==> config.mk <==
export PLATFORM = sky130hd
export DESIGN_NAME = fp8_bfly2
export DESIGN_NICKNAME = d
export VERILOG_FILES = /design/src/rtl/fp8_bfly2.sv
export SDC_FILE = /design/constraint.sdc
export NUM_CORES = 1
export LEC_CHECK = 0
export ABC_AREA = 1
export CAP_MARGIN = 20
export CORE_ASPECT_RATIO = 1.5
export CORE_MARGIN = 10
export CORE_UTILIZATION = 25
export DETAILED_ROUTE_END_ITERATION = 12
export SETUP_SLACK_MARGIN = 0.5
export SKIP_LAST_GASP = 1
export SYNTH_ARGS = -nofsm -noshare
export SYNTH_HDL_FRONTEND = slang
export SYNTH_SLANG_ARGS = --single-unit
==> constraint.sdc <==
create_clock -name clk -period 20 [get_ports clk]
set_clock_uncertainty 0.05 [all_clocks]
set_input_delay 3 -clock clk [delete_from_list [all_inputs] [get_ports clk]]
set_output_delay 3 -clock clk [all_outputs]
set_load 0.01 [all_outputs]
==> src/rtl/fp8_bfly2.sv <==
// Radix-2 FP8 (E4M3) butterfly: x = A + WB, y = A - WB, two-stage valid/ready pipeline.
// Optional saturation-beat counter is compiled in only when FP8_BFLY_SAT_CNT_EN is defined.

module fp8_add_sub (
  input  logic [7:0] a,
  input  logic [7:0] b,
  input  logic       sub,
  output logic [7:0] y
);
  logic [17:0] mag_a, mag_b;
  logic [18:0] sum, rem, half;
  logic        sign_b, sign_r, rnd_up;
  logic [4:0]  msb, sh, q, e_out;

  // Magnitudes as integers in units of 2^-9 (the subnormal LSB), so the add is exact.
  function automatic logic [17:0] decode(input logic [7:0] c);
    if (c[6:3] == 4'd0) return {15'd0, c[2:0]};
    return 18'({1'b1, c[2:0]}) << (c[6:3] - 4'd1);
  endfunction

  always_comb begin
    mag_a  = decode(a);
    mag_b  = decode(b);
    sign_b = b[7] ^ sub;
    if (a[7] == sign_b) begin
      sum    = {1'b0, mag_a} + {1'b0, mag_b};
      sign_r = a[7];
    end else if (mag_a >= mag_b) begin
      sum    = {1'b0, mag_a - mag_b};
      sign_r = a[7];
    end else begin
      sum    = {1'b0, mag_b - mag_a};
      sign_r = sign_b;
    end
    msb = '0;
    for (int unsigned i = 0; i < 19; i++)
      if (sum[i]) msb = 5'(i);
    sh     = '0;
    q      = '0;
    rem    = '0;
    half   = '0;
    rnd_up = 1'b0;
    e_out  = '0;
    if (sum == '0) begin
      y = '0;
    end else if (sum < 19'd16) begin
      // Subnormals and exponent 1 share the unit step: the code equals the magnitude.
      y = {sign_r, sum[6:0]};
    end else begin
      sh     = msb - 5'd3;
      q      = 5'(sum >> sh);
      rem    = sum & ((19'd1 << sh) - 19'd1);
      half   = 19'd1 << (sh - 5'd1);
      rnd_up = (rem > half) || ((rem == half) && q[0]);
      q      = q + 5'(rnd_up);
      if (q[4]) begin
        q  = 5'd8;
        sh = sh + 5'd1;
      end
      e_out = sh + 5'd1;
      if (e_out > 5'd15) y = {sign_r, 7'h7F};
      else               y = {sign_r, e_out[3:0], q[2:0]};
    end
  end
endmodule

module fp8_bfly2 #(
  parameter int DIV2 = 0
) (
  input  logic        clk,
  input  logic        rst,
  input  logic [7:0]  a_re,
  input  logic [7:0]  a_im,
  input  logic [7:0]  wb_re,
  input  logic [7:0]  wb_im,
  input  logic        in_valid,
  output logic        in_ready,
  output logic [7:0]  x_re,
  output logic [7:0]  x_im,
  output logic [7:0]  y_re,
  output logic [7:0]  y_im,
  output logic        out_valid,
  input  logic        out_ready,
  output logic [15:0] sat_cnt
);
  logic       s1_valid, s2_valid, advance;
  logic [7:0] s1_a_re, s1_a_im, s1_wb_re, s1_wb_im;
  logic [7:0] sum_xr, sum_xi, dif_yr, dif_yi;

  function automatic logic [7:0] scale(input logic [7:0] c);
    if (DIV2 == 0)       return c;
    if (c[6:3] < 4'd2)   return 8'h00;
    return {c[7], c[6:3] - 4'd1, c[2:0]};
  endfunction

  assign advance   = !s2_valid || out_ready;
  assign in_ready  = !s1_valid || advance;
  assign out_valid = s2_valid;

  fp8_add_sub u_xr (.a(s1_a_re), .b(s1_wb_re), .sub(1'b0), .y(sum_xr));
  fp8_add_sub u_xi (.a(s1_a_im), .b(s1_wb_im), .sub(1'b0), .y(sum_xi));
  fp8_add_sub u_yr (.a(s1_a_re), .b(s1_wb_re), .sub(1'b1), .y(dif_yr));
  fp8_add_sub u_yi (.a(s1_a_im), .b(s1_wb_im), .sub(1'b1), .y(dif_yi));

  always_ff @(posedge clk) begin
    if (rst) begin
      s1_valid <= 1'b0;
      s1_a_re  <= '0;
      s1_a_im  <= '0;
      s1_wb_re <= '0;
      s1_wb_im <= '0;
    end else if (in_ready) begin
      s1_valid <= in_valid;
      if (in_valid) begin
        s1_a_re  <= a_re;
        s1_a_im  <= a_im;
        s1_wb_re <= wb_re;
        s1_wb_im <= wb_im;
      end
    end
  end

  always_ff @(posedge clk) begin
    if (rst) begin
      s2_valid <= 1'b0;
      x_re     <= '0;
      x_im     <= '0;
      y_re     <= '0;
      y_im     <= '0;
    end else if (advance) begin
      s2_valid <= s1_valid;
      if (s1_valid) begin
        x_re <= scale(sum_xr);
        x_im <= scale(sum_xi);
        y_re <= scale(dif_yr);
        y_im <= scale(dif_yi);
      end
    end
  end

`ifdef FP8_BFLY_SAT_CNT_EN
  logic s2_sat;
  assign s2_sat = (x_re[6:0] == 7'h7F) || (x_im[6:0] == 7'h7F) ||
                  (y_re[6:0] == 7'h7F) || (y_im[6:0] == 7'h7F);

  always_ff @(posedge clk) begin
    if (rst)
      sat_cnt <= '0;
    else if (out_valid && out_ready && s2_sat && (sat_cnt != 16'hFFFF))
      sat_cnt <= sat_cnt + 16'd1;
  end
`else
  assign sat_cnt = '0;
`endif
endmodule

==> flow_metrics.py, run 1 <==
metrics = {
    "clock_network": {
        "cts_root_buf": "clkbuf_16",
        "clkSlewWorstSetupHoldPaths_ps": 60,
        "h-tree-depth": 3,
        "cts-resized-gates": 0,
        "ctsHoldBuffers": 0,
        "cts_tree": "done",
        "cts_setup_buffers": 0,
        "clock_path_buffers": 2,
        "numClockSinks": 66,
        "cts_buffers": 9,
        "insertion_delay_ps": 400,
    },
    "sta": {
        "grt_setup_unrepaired": "false",
        "clock.fmax_mhz": 79.0,
        "worst_slack_ps": 7330,
        "setup_viol": 0,
        "worst_pin_slew_ps": 1010,
        "period_needed_ps": 12670,
        "setup-tns-final_ps": 0,
        "drv_slew": 0,
        "hold_ws_ps": 417,
        "max-slew-margin-rel_pct": 32.1,
        "fin_crit_sh_pct": 63.3,
        "hold_viol": 0,
    },
    "floorplan": {
        "core_area_sq_um": 82600,
        "start_util_pct": 25.2,
        "die_w_microns": 256,
        "io_pins": 86,
        "die_area_sq_um": 95600,
        "fp-row-count": 129,
        "die_h_microns": 374,
    },
    "synth": {
        "ys_warn_count": 0,
        "synth_xor_area_share_pct": 4.75,
        "syn_avg_cell_area_sq_um": 5.69,
        "synth_top_family_by_area": "simple AND/OR/NAND/NOR gates",
        "yosysUniqueCellTypes": 86,
        "synthTopCellsByArea": "nand2_1 (16%), ha_1 (15%), nand3_1 (9.1%)",
        "synth_area_sq_um": 20900,
        "synth_compound_area_share_pct": 17.0,
        "synth-simple-area-share_pct": 43.0,
        "synth-main-ff-cell": "dfxtp_1",
        "ys_ff_latch": 66,
        "yosysTopAreaCell": "nand2_1",
        "synth-edff-count": 0,
        "async_flop_share_pct": 0,
        "synth-adder-area-share_pct": 15.1,
        "synth_top_cell_area_share_pct": 15.7,
        "synth_cells": 3667,
        "synthMuxAreaShare_pct": 0.0960,
        "ys_seq_area_share_pct": 6.34,
    },
    "detailed_routing": {
        "wl_per_cell_microns": 16.0,
        "routed_wl_microns": 76200,
        "dr.pass1.iters": 7,
        "drc": 0,
        "ant_nets": 0,
        "routed_via_density": 4.95,
        "drt_iter0_drc": 1720,
        "num_vias": 23600,
    },
    "final_layout": {
        "nNetsFinal": 3928,
        "layoutNonFillerInstCount": 4763,
        "syn2layout_area_growth_pct": 7.85,
        "fillers": 9539,
        "drive_above_1_share_pct": 7.56,
    },
    "job": {
        "cap_viol_max_count": 0,
    },
    "global_route": {
        "overflow": 0,
        "grt_pass1_wl_microns": 119000,
        "grt.total_usage_pct": 15.3,
        "grt_max_degree": 67,
        "grt_pass1_vias": 22800,
        "antenna_found_initial": 1,
    },
    "critical_path": {
        "crit_buf_inv": 12,
        "cp_slowest_cell": "a21boi_0",
        "crit_path_start_kind": "register",
        "critical_path.max_stage_delay_ps": 800,
        "cp_max_fo": 23,
        "cpMostUsedCell": "nand2_1",
        "crit_family": "simple AND/OR/NAND/NOR gates",
        "critical_path_class": "reg -> reg",
        "cp_data_arrival_time_ps": 12840,
        "cp.required_ps": 20180,
        "worstSetupEndpointType": "register",
    },
    "place": {
        "place_hpwl_microns": 62900,
        "gp_congestion": 0.980,
        "dp_cells": 4745,
        "port_buffers": 69,
        "dp_slack_ps": 7500,
    },
    "run_status": {
        "run_status": "finished, final reports clean",
    },
    "hold_path": {
        "hold_class": "reg -> reg",
    },
}
==> worst reg2reg max path, delay by kind of cell, from the launching register on <==
family	cells	cell delay, ps
AOI/OAI and AO/OA	5	1660
buffers and inverters	12	1750
and+or+nand+nor	47	5750
DFF	1	470
adders and majority gates	7	2030
xor gates and xnor gates	3	800
==> layout make-up <==
type	instances	area, sq um	area share (%)
flip-flops and latches	66	1320	5.87
multi-input cells	2953	16700	74.4
repair buffers	77	748	3.33
clock inverters	4	27.5	0.122
clock buffers	12	246	1.10
well taps	1113	1390	6.19
diodes	1	2.50	0.0111
inverters	537	2020	8.99
==> cell usage in the layout (no fill, tap or decap), types with 9 or more instances in the layout <==
cell             synthesis  final
nand2_1                870    868
inv_1                  481    481
nor2_1                 465    465
nand3_1                379    379
ha_1                   242    242
a21oi_1                233    233
o21ai_0                122    122
xor2_1                  90     90
clkdlybuf4s50_1          0     68
dfxtp_1                 66     66
nand2_2                 55     57
nor3_1                  47     47
inv_2                   45     45
o21ai_1                 41     41
a211oi_1                40     40
nand4_1                 31     31
nand2_4                 25     25
nor2_2                  22     22
nand3_2                 22     22
xnor2_1                 20     20
o22ai_1                 19     19
o21a_1                  17     17
a31oi_1                 17     17
nor2_4                  16     16
conb_1                   1     16
a21oi_2                 15     15
o211ai_1                14     14
o21ai_2                 11     11
clkbuf_16                0      9
==> synthesized netlist by cell type, types with 8 or more instances <==
library cell,number
nand2_1,870
nor2_2,22
nor2_4,16
nand3_1,379
nand3b_1,8
buf_6,21
o21ai_2,11
nor3_1,47
inv_1,481
inv_2,45
nand2_2,55
a211oi_1,40
o21a_1,17
o21ai_0,122
a21oi_1,233
xnor2_1,20
o211ai_1,14
nand2_4,25
a31oi_1,17
o21ai_1,41
nor2_1,465
a21oi_2,15
o22ai_1,19
o21bai_1,8
buf_2,25
nand4_1,31
nand3_2,22
dfxtp_1,66
clkbuf_1,30
buf_4,42
ha_1,242
xor2_1,90
==> cell families after synthesis <==
| logic type | count (synthesis) |
|---|---|
| simple gates | 1984 |
| other cells | 1 |
| flops | 66 |
| buf+inv | 663 |
| fa+ha+maj | 248 |
| compound gates | 592 |
| mux | 2 |
| xor+xnor | 111 |
==> sequential cells by signal (all words and copies together) (netlist names) <==
signal	cells
out_valid	1
x_re	8
y_re	8
x_im	8
s1_a_re	8
s1_wb_im	8
s1_valid	1
s1_a_im	8
y_im	8
s1_wb_re	8
==> per-stage QoR <==
step	util, %	cell area [sq um]
global route	27.2	22500
floorplan	-	20900
detailed placement	26.9	22200
finish	27.2	22500
global placement	26.9	22200
CTS	27.2	22500
==> per-layer routing <==
layer	vias up	GRT usage [%]	wire (microns)
met5	-	0	0
met1	10700	15.7	29100
met2	755	29.1	39100
li1	11800	-	-
met4	0	10.1	4970
met3	219	1.36	3110
==> final timing paths <==
check                                to         from  slack (ps)  cells after the start
worst max-delay path            y_re[6]  s1_wb_re[3]        7330                     74
worst max register to register  y_re[6]  s1_wb_re[3]        7330                     74
worst min register to register  x_re[6]      x_re[6]         420                      2
worst min-delay path            x_re[6]      x_re[6]         420                      2
Power of run 1 is left out: the tool's default activity adds up to more than one toggle a clock period on the data nets, which glitch-free logic cannot reach.
==> run 2: changes to the inputs <==
Clock period 20 ns to 11.38 ns, I/O delays scaled along.
==> run 2 against run 1 <==
Against the previous run:
- global-route usage up 0.25 points
- final area rose by 6.5%
- core utilization grew 1.8 points
- via count is 1.8% higher
==> flow_metrics.py, run 2 (synthesis results as in run 1) <==
metrics = {
    "sta": {
        "hold_viol": 0,
        "period_needed_ps": 10000,
        "setup_viol": 0,
        "clock.fmax_mhz": 100,
        "setup-tns-final_ps": 0,
        "fin_crit_sh_pct": 87.9,
        "drv_slew": 0,
        "worst_pin_slew_ps": 910,
        "grt_setup_unrepaired": "false",
        "max-slew-margin-rel_pct": 39.3,
    },
    "critical_path": {
        "rr_startpoint": "s1_wb_im[3]",
        "critical_path_class": "reg -> reg",
        "worstSetupEndpointType": "register",
        "timing.rr.end": "x_im[4]",
        "rr_worst_depth": 71,
        "cpMostUsedCell": "nand2_1",
        "cp_max_fo": 8,
        "crit_path_start_kind": "register",
        "worst-r2r-setup-slack_ps": 1380,
        "cp_slowest_cell": "dfxtp_2",
        "critical_path.max_stage_delay_ps": 380,
        "cp.required_ps": 11650,
        "cp_data_arrival_time_ps": 10270,
    },
    "floorplan": {
        "die_area_sq_um": 95600,
        "start_util_pct": 25.2,
        "core_area_sq_um": 82600,
        "io_pins": 86,
        "die_w_microns": 256,
        "die_h_microns": 374,
        "fp-row-count": 129,
    },
    "place": {
        "port_buffers": 69,
        "place_hpwl_microns": 64000,
        "gp_congestion": 1.01,
    },
    "clock_network": {
        "cts_tree": "done",
        "clock_path_buffers": 2,
        "insertion_delay_ps": 390,
        "clkSlewWorstSetupHoldPaths_ps": 70,
        "cts_root_buf": "clkbuf_16",
        "h-tree-depth": 3,
        "ctsHoldBuffers": 0,
        "cts_buffers": 9,
        "numClockSinks": 66,
    },
    "hold_path": {
        "hold_class": "reg -> reg",
        "hold_start": "y_re[0]",
        "holdPathStages": 2,
        "worstHoldEndpoint": "y_re[0]",
    },
    "detailed_routing": {
        "drc": 0,
        "dr.pass1.iters": 7,
        "drt_iter0_drc": 1615,
        "routed_via_density": 4.94,
        "ant_nets": 0,
        "num_vias": 24000,
        "routed_wl_microns": 77700,
        "wl_per_cell_microns": 16.0,
    },
    "final_layout": {
        "utilization_pct": 29.0,
        "final_common_cell": "nand2_1",
        "nNetsFinal": 4015,
        "fillers": 9415,
        "final_cell_mix": "nand2_1 (859), inv_1 (472), nor2_1 (424), nand3_1 (373), a21oi_1 (229)",
        "syn2layout_area_growth_pct": 14.8,
        "drive_above_1_share_pct": 13.7,
    },
    "global_route": {
        "grt_max_degree": 64,
        "grt_pass1_vias": 23300,
        "grt_pass1_wl_microns": 121000,
        "antenna_found_initial": 2,
        "overflow": 0,
        "grt.total_usage_pct": 15.5,
    },
    "run_status": {
        "run_status": "finished, final reports clean",
    },
    "job": {
        "cap_viol_max_count": 0,
    },
}
==> run 2: critical path, delay by kind of cell (launching register included) <==
kind | cells | cell delay [ps]
flops | 1 | 380
simple gates | 39 | 4580
compound gates | 10 | 1450
fa+ha+maj | 9 | 2220
buf+inv | 13 | 1250
==> run 2: layout make-up <==
| type | count | area [sq um] | area share (%) |
|---|---|---|---|
| Multi-Input combinational cell | 2954 | 17500 | 73.1 |
| Inverter | 537 | 2030 | 8.48 |
| Timing Repair Buffer | 163 | 1390 | 5.82 |
| Tap cell | 1113 | 1390 | 5.81 |
| Sequential cell | 66 | 1330 | 5.54 |
| Clock buffer | 10 | 229 | 0.956 |
| Clock inverter | 6 | 67.6 | 0.282 |
| Antenna cell | 2 | 5.00 | 0.0209 |
==> run 2: per-layer routing <==
metal  part of all wire (%)  global-route usage (%)
met5                      0                       0
met4                    6.8                    10.5
met3                    4.1                    1.56
met2                     51                    29.6
met1                     38                    15.7
==> run 2: worst max-delay path by stage <==
stage	cells after the start	slack, ps	startpoint	end
after floorplan	67	1840	s1_wb_re[3]	y_re[4]
after global routing	83	460	s1_wb_re[3]	y_re[4]
after global placement	65	630	s1_wb_im[3]	x_im[0]
after CTS	65	570	s1_wb_im[3]	x_im[4]
after detailed placement	78	520	s1_wb_re[3]	y_re[1]
final	71	1380	s1_wb_im[3]	x_im[4]
==> run 2: per-stage QoR <==
stage / setup slack, ps / instances / instance area (sq um) / hold slack, ps
3_3_place_gp: 635 / 4818 / 22800 / 404
6_report: 1380 / 4851 / 24000 / 416
2_1_floorplan: 1840 / 3682 / 20900 / 417
5_1_grt: 459 / 4850 / 23900 / 441
3_5_place_dp: 519 / 4818 / 22800 / 408
4_1_cts: 575 / 4834 / 23100 / 419
==> run 2: what timing repair did <==
item                                    CTS  global route
pin swaps                                 0            16
cloned                                    0             1
buffers inserted                          0            13
resized for setup                         1           197
endpoints found under the setup margin    1            28
Power of run 2 is left out for the same reason.
